**config.mk**
```make
export PLATFORM = sky130hd
export DESIGN_NAME = seg_scan_display
export DESIGN_NICKNAME = d
export VERILOG_FILES = /design/src/rtl/seg_pkg.sv /design/src/rtl/seg_hex_decoder.sv /design/src/rtl/seg_scan_display.sv
export SDC_FILE = /design/constraint.sdc
export NUM_CORES = 1
export LEC_CHECK = 0
export ABC_CLOCK_PERIOD_IN_PS = 2500
export BUFFER_PORTS_ARGS = -buffer_cell sky130_fd_sc_hd__buf_2
export CAP_MARGIN = 40
export CORE_ASPECT_RATIO = 0.9
export CORE_MARGIN = 4
export CORE_UTILIZATION = 45
export DETAILED_ROUTE_END_ITERATION = 8
export SLEW_MARGIN = 40
export SYNTH_ARGS = -nofsm -noshare
export SYNTH_HDL_FRONTEND = slang
export SYNTH_SLANG_ARGS = --single-unit
```
**constraint.sdc**
```tcl
create_clock -name clk -period 2.5 [get_ports clk]
set_input_delay 0.5 -clock clk [delete_from_list [all_inputs] [get_ports clk]]
set_output_delay 0.5 -clock clk [all_outputs]
set_load 0.01 [all_outputs]
```
**src/rtl/seg_pkg.sv**
```systemverilog
// Shared constants and helpers for the multiplexed seven-segment display.
package seg_pkg;

    localparam logic [6:0] SEG_BLANK = 7'h7F;

    // Active-low a..g patterns, index = hex digit value.
    localparam logic [15:0][6:0] HEX_SEG = {
        7'h0E, 7'h06, 7'h21, 7'h46, 7'h03, 7'h08, 7'h10, 7'h00,
        7'h78, 7'h02, 7'h12, 7'h19, 7'h30, 7'h24, 7'h79, 7'h40
    };

    function automatic int unsigned clog2(input int unsigned v);
        int unsigned p;
        int unsigned r;
        p = 1;
        r = 0;
        while (p < v) begin
            p = p << 1;
            r = r + 1;
        end
        return r;
    endfunction

endpackage

```
**src/rtl/seg_hex_decoder.sv**
```systemverilog
// Combinational hex digit to active-low seven-segment lookup.
module seg_hex_decoder
    import seg_pkg::*;
(
    input  logic [3:0] digit,
    output logic [6:0] seg_c
);

    assign seg_c = HEX_SEG[digit];

endmodule

```
**src/rtl/seg_scan_display.sv**
```systemverilog
// Multiplexed seven-segment scanner with double-buffered digits, leading-zero
// blanking, per-digit decimal points, PWM brightness and a frame strobe.
module seg_scan_display
    import seg_pkg::*;
#(
    parameter int unsigned NUM_DIGITS  = 4,
    parameter int unsigned REFRESH_DIV = 1024,
    parameter int unsigned BRIGHT_W    = 3
) (
    input  logic                    clk,
    input  logic                    rst,
    input  logic                    load,
    input  logic [4*NUM_DIGITS-1:0] value,
    input  logic [NUM_DIGITS-1:0]   dp_in,
    input  logic                    blank_lz,
    input  logic [BRIGHT_W-1:0]     brightness,
    input  logic                    enable,
    output logic [6:0]              seg,
    output logic                    dp,
    output logic [NUM_DIGITS-1:0]   an,
    output logic                    frame_done
);

    localparam int unsigned VAL_W    = 4 * NUM_DIGITS;
    localparam int unsigned CNT_W    = clog2(REFRESH_DIV);
    localparam int unsigned IDX_W    = (NUM_DIGITS > 1) ? clog2(NUM_DIGITS) : 1;
    localparam int unsigned PH_SHIFT = CNT_W - BRIGHT_W;

    logic [CNT_W-1:0]      cnt;
    logic [IDX_W-1:0]      idx;
    logic [VAL_W-1:0]      pend_val;
    logic [NUM_DIGITS-1:0] pend_dp;
    logic [VAL_W-1:0]      disp_val;
    logic [NUM_DIGITS-1:0] disp_dp;
    logic                  tick;
    logic                  last_idx;
    logic                  boundary;
    logic [BRIGHT_W-1:0]   phase;
    logic                  lit;
    logic                  show;
    logic [NUM_DIGITS-1:0] lz_blank;
    logic                  zero_run;
    logic [3:0]            sel_digit;
    logic                  sel_dp;
    logic                  sel_blank;
    logic [6:0]            dec_seg;

    assign tick     = (cnt == CNT_W'(REFRESH_DIV - 1));
    assign last_idx = (idx == IDX_W'(NUM_DIGITS - 1));
    assign boundary = tick && last_idx;
    assign phase    = BRIGHT_W'(cnt >> PH_SHIFT);
    assign lit      = (phase <= brightness);

    // A digit is a leading zero when it and every more significant digit are zero.
    always_comb begin
        lz_blank = '0;
        zero_run = 1'b1;
        for (int i = int'(NUM_DIGITS) - 1; i > 0; i--) begin
            zero_run    = zero_run && (disp_val[4*i +: 4] == 4'h0);
            lz_blank[i] = blank_lz && zero_run;
        end
    end

    always_comb begin
        sel_digit = 4'h0;
        sel_dp    = 1'b0;
        sel_blank = 1'b0;
        for (int i = 0; i < int'(NUM_DIGITS); i++) begin
            if (idx == IDX_W'(i)) begin
                sel_digit = disp_val[4*i +: 4];
                sel_dp    = disp_dp[i];
                sel_blank = lz_blank[i];
            end
        end
    end

    assign show = enable && lit && !sel_blank;

    seg_hex_decoder u_dec (
        .digit (sel_digit),
        .seg_c (dec_seg)
    );

    // Slot prescaler and digit index.
    always_ff @(posedge clk or negedge rst) begin
        if (!rst) begin
            cnt <= '0;
            idx <= '0;
        end else begin
            cnt <= tick ? '0 : cnt + CNT_W'(1);
            if (tick) begin
                idx <= last_idx ? '0 : idx + IDX_W'(1);
            end
        end
    end

    // Pending buffer takes loads any time; display only changes between frames.
    always_ff @(posedge clk or negedge rst) begin
        if (!rst) begin
            pend_val <= '0;
            pend_dp  <= '0;
            disp_val <= '0;
            disp_dp  <= '0;
        end else begin
            if (load) begin
                pend_val <= value;
                pend_dp  <= dp_in;
            end
            if (boundary) begin
                disp_val <= load ? value : pend_val;
                disp_dp  <= load ? dp_in : pend_dp;
            end
        end
    end

    always_ff @(posedge clk or negedge rst) begin
        if (!rst) begin
            seg        <= SEG_BLANK;
            dp         <= 1'b1;
            an         <= '1;
            frame_done <= 1'b0;
        end else begin
            frame_done <= boundary;
            if (show) begin
                an  <= ~(NUM_DIGITS'(1) << idx);
                seg <= dec_seg;
                dp  <= ~sel_dp;
            end else begin
                an  <= '1;
                seg <= SEG_BLANK;
                dp  <= 1'b1;
            end
        end
    end

endmodule
```
; ---- Word level (Yosys, flattened, before mapping)
; Memories as Yosys holds them, arrays and structs flattened.
; Index checks and enable logic that the tools add are counted.
[totals]
regBits = 65
n_memories = 1
word_cells = 54
input_bits = 28
out_inout_bits = 13
rom_bits = 112
[mem_list]
columns = memory, words, word_bits, rd, rd_clocked_by_memory_dff, write_ports, line_no
row1 = (no name shown), 16, 7, 1, 0, 0, seg_hex_decoder.sv:9  ; assign seg_c = HEX_SEG[digit];
[op_classes]
muxes = 19
add_sub_neg = 2
reduce_logical = 13
eq_ne = 4
magnitude_cmp = 2
bitwise_logic = 2
shifts = 1
[op_table]
columns = operator, count
row1 = 2-to-1 mux 4 bit, 6
row2 = 2-to-1 mux 16 bit, 1
row3 = 2-to-1 mux 7 bit, 2
row4 = zero test 4 bit, 3
row5 = adder 10 x 1 -> 10 bit (second input constant), 1
row6 = == test 10 bit (second input constant), 1
row7 = 2-to-1 mux 10 bit, 1
row8 = logical AND 1 bit, 8
row9 = 2-to-1 mux 1 bit, 8
row10 = less-than comparator 4 x 5 -> 1 bit (second input constant), 1
row11 = == test 2 bit (second input constant), 2
row12 = inverter 4 bit, 1
row13 = left shift 1 x 2 -> 4 bit (first input constant), 1
row14 = <= comparator 3 bit, 1
row15 = adder 2 x 1 -> 2 bit (second input constant), 1
row16 = == test 2 x 1 -> 1 bit (second input constant), 1
row17 = zero test 2 bit, 1
row18 = 2-to-1 mux 2 bit, 1
row19 = zero test 1 bit, 1
row20 = inverter 1 bit, 1

; ---- Depth between registers and ports, before layout
[depth]
word_depth = 10
mapped_depth = 12

; ---- Modules after synthesis
; A second synthesis with hierarchy kept.
[unflattened]
cells_unflattened = 242
hier_area_um2 = 3069.2
[modules_own_cells]
columns = module, instances, cells_each, area_per_inst_um2, seq_area_each_um2
row1 = seg_scan_display, 1, 210, 2793.9, 1641.6
row2 = seg_hex_decoder, 1, 32, 275.3, 0.0

; ---- Least setup slack after synthesis
; Ideal clock, no wire load.
[synth_timing]
path_type = reg-to-reg
start = register idx[0]
end = register seg[3]
synth_period_minus_slack_ns = 2.178
path_stages_with_launch = 11
path_buffers = 1
arrival_time_ns = 2.091
path_slack_ns = 0.322
t_required_ns = 2.413
cell_sequence = dfrtp_1 -> ha_1 -> buf_2 -> nor2b_1 -> a22oi_1 -> a21oi_1 -> inv_1 -> ha_1 -> nor2_1 -> a211oi_1 -> o21ai_0
[synth_between]
elab_chain_len = 8
[synth_rtl]
columns = element, line_no
row1 = "start, declared", seg_scan_display.sv:30  ; logic [IDX_W-1:0] idx;
row2 = "start signal, assigned", seg_scan_display.sv:92  ; idx <= last_idx ? '0 : idx + IDX_W'(1);
row3 = zero test 2 bit, seg_scan_display.sv:69  ; if (idx == IDX_W'(i)) begin
row4 = 2-to-1 mux 4 bit (4 in series), seg_scan_display.sv:69
row5 = memory (16 x 7 bit), --
row6 = 2-to-1 mux 7 bit (implied by the code), seg_hex_decoder.sv:9
row7 = 2-to-1 mux 7 bit *, seg_scan_display.sv:124  ; if (show) begin
row8 = "end signal, assigned", seg_scan_display.sv:126  ; seg <= dec_seg;
row9 = "end, declared", seg_scan_display.sv:18  ; output logic [6:0] seg,
; Mark *: on every way between the ends. The rest lies on a longest branch, timed or not. The select of a mux whose other input is x is not followed.
; A chain may end at the register's enable or synchronous reset.

; ---- Final worst setup path
; Same ends and word-level chain as after synthesis.

==> flow_metrics.tcl <==
set metrics [dict create \
    clk_latency_ns 0.33 \
    grt_max_degree 66 \
    hold_viol_final 0 \
    grtUsageMet2 0.216 \
    yosysWarnings 0 \
    grt_use_total 0.146 \
    rsz0062_at_grt "false" \
    grt_pass1_wl_um 9050 \
    ctsHoldBuffers 0 \
    dieHeight_um 86.5 \
    busiest_layer "met2" \
    cp_data_arrival_time_ns 2.56 \
    cts_tree "yes" \
    synth_area_leaders "dfrtp_1 (43%), dfstp_2 (10%), mux2_4 (9.3%)" \
    vias 1883 \
    initial_core_util 0.466 \
    first_iter_violations 51 \
    grt_use_met3 0.0477 \
    max-vdd-ir-drop_mv 0.357 \
    nets 329 \
    syn_nets 280 \
    synth_async_sr_flop_share 1.00 \
    rr_worst_depth 9 \
    coreArea_um2 6620 \
    syn-cell-area_um2 3080 \
    clk_pin_slew_ns 0.06 \
    min_path_type "in2async" \
    route.detailed.drc 0 \
    num_rows 28 \
    die_area_um2 8240 \
    fin_crit_sh 0.921 \
    synth.distinct_cells 42 \
    setup_violations 0 \
    clock_path_buffers 2 \
    antenna_cells 0 \
    synth.largest_area_cell "dfrtp_1" \
    ys_seq_elements 65 \
    seq_area_frac_synth 0.532 \
    p_per_area_nw_per_um2 612 \
    gp_congestion 0.806 \
    vias_per_cell 4.93 \
    wl_per_cell_um 13.9 \
    critPathCaptureType "register" \
    cts_root_buf "clkbuf_8" \
    pin_count 41 \
    synth_flop_cell "dfrtp_1" \
    io_buffers 40 \
    use_met1 0.194 \
    post-route-util 0.541 \
    fp.dieW_um 95.3 \
    h-tree-depth 3 \
    dr.pass1.iters 5 \
    crit_type "reg2reg" \
    slew_viol_final 0 \
    syn_area_per_cell_um2 13.0 \
    crit_required_ns 2.76 \
    fin_tns_setup_ns 0 \
    slew_headroom 0.663 \
    gr-total-overflow 0 \
    p_leak_nw 1.69 \
    antenna_found_initial 0 \
    syn_inst 238 \
    synth_top_cell_area_share 0.430 \
    grt_pass1_vias 1902 \
    tightest_slew_ns 0.506 \
    dp_hpwl_um 3750 \
    skew_ns 0.00751 \
    cts_setup_buffers 0 \
    cp-start-kind "register" \
    drive_gt1_frac 0.404 \
    syn2layout_area_growth_pct 16.2 \
    numCtsBuffers 9 \
    critPathMaxFanout 12 \
    outcome "complete, no violations" \
    synth_edf_count 0 \
    maxCapViolCount 0 \
    period_minus_slack_ns 2.30 \
    ant_nets 0 \
    cts_sinks 65 \
    num-fill-cells 585 \
    cts.repair.resized 0 \
    wl_um 5310 \
    clock.fmax_ghz 0.434 \
]
[state kept, by name, indices dropped and copies added (netlist names)]
register / count
an: 4
cnt: 10
disp_dp: 4
disp_val: 16
dp: 1
frame_done: 1
idx: 2
pend_dp: 4
pend_val: 16
seg: 7
[logic make-up after synthesis]
| family | after synthesis | share of synthesized area |
|---|---|---|
| xor+xnor | 7 | 0.0199 |
| fa+ha+maj | 14 | 0.0568 |
| compound gates | 32 | 0.0828 |
| simple gates | 53 | 0.0901 |
| flops | 65 | 0.532 |
| buf+inv | 24 | 0.0386 |
| mux | 43 | 0.179 |
[final timing paths]
kind	from	endpoint	slack, ns
setup / recovery	idx[0]	seg[3]	0.20
hold / removal	rst	pend_val[8]	0.17
setup reg to reg	idx[0]	seg[3]	0.20
hold reg to reg	pend_val[9]	pend_val[9]	0.50
max in group asynchronous	rst	dp	2.01
min in group clk	value[15]	pend_val[15]	0.42
[cells in the final DEF (no fill, tap or decap), drive strengths merged, types with 2 or more instances in the layout]
cell and n:
a211oi 3, a21oi 6, a22o 3, a22oi 2
a311oi 2, buf 46, clkbuf 13, clkinv 2
dfrtp 53, dfstp 12, ha 14, inv 16
mux2 41, mux2i 2, nand2 15, nand2b 2
nand3 5, nand3b 2, nor2 14, nor2b 6
nor3b 2, nor4 3, o21ai 5, o221ai 5
xnor2 4, xor2 3
[area by class of cell]
class	instances	area, um2	share of cell area
clock buffers	13	149	0.0416
well taps	90	113	0.0314
repair buffers	46	258	0.0719
flip-flops and latches	65	1640	0.458
clock inverters	3	40.0	0.0112
inverters	16	60.1	0.0168
multi-input cells	149	1320	0.369
[critical path, cell delays in order (launching register included)]
cell,delay (ns)
dfrtp_1,0.41
ha_1,0.43
nor2_1,0.09
a22o_1,0.22
a21oi_2,0.24
inv_1,0.15
ha_1,0.33
nor2_1,0.05
a211oi_1,0.20
o21ai_0,0.11
[per-stage QoR]
stage	hold slack, ns	cell area [um2]	setup WS (ns)	cells	power [mW]
5_1_grt	0.174	3580	0.00460	382	2.31
6_report	0.167	3580	0.197	382	2.19
4_1_cts	0.166	3580	0.182	382	2.23
3_3_place_gp	0.482	3390	0.328	366	1.36
2_1_floorplan	0.204	3080	0.322	238	1.28
3_5_place_dp	0.486	3390	0.231	366	1.37
[synthesized netlist by cell type (all sizes together) (2+ instances only)]
cell     n
dfrtp   53
mux2    41
inv     16
nand2   15
ha      14
nor2    14
dfstp   12
a21oi    6
buf      6
nor2b    6
nand3    5
o21ai    5
o221ai   5
xnor2    4
a211oi   3
a22o     3
nor4     3
xor2     3
a22oi    2
a311oi   2
clkbuf   2
mux2i    2
nand2b   2
nand3b   2
nor3b    2
[metal layers]
layer | wire (um) | up-vias | part of all wire
li1 | - | 936 | -
met1 | 2490 | 898 | 0.47
met5 | 0 | - | 0
met4 | 109 | 0 | 0.021
met3 | 261 | 12 | 0.049
met2 | 2450 | 37 | 0.46
[where the power goes]
group	leakage (nW)	switching [mW]	internal [mW]	total [mW]
clock	0.0974	0.362	0.485	0.847
sequential	0.785	0.0243	1.12	1.14
combinational	0.810	0.0972	0.103	0.200
Power figures use the tool's default switching activity.
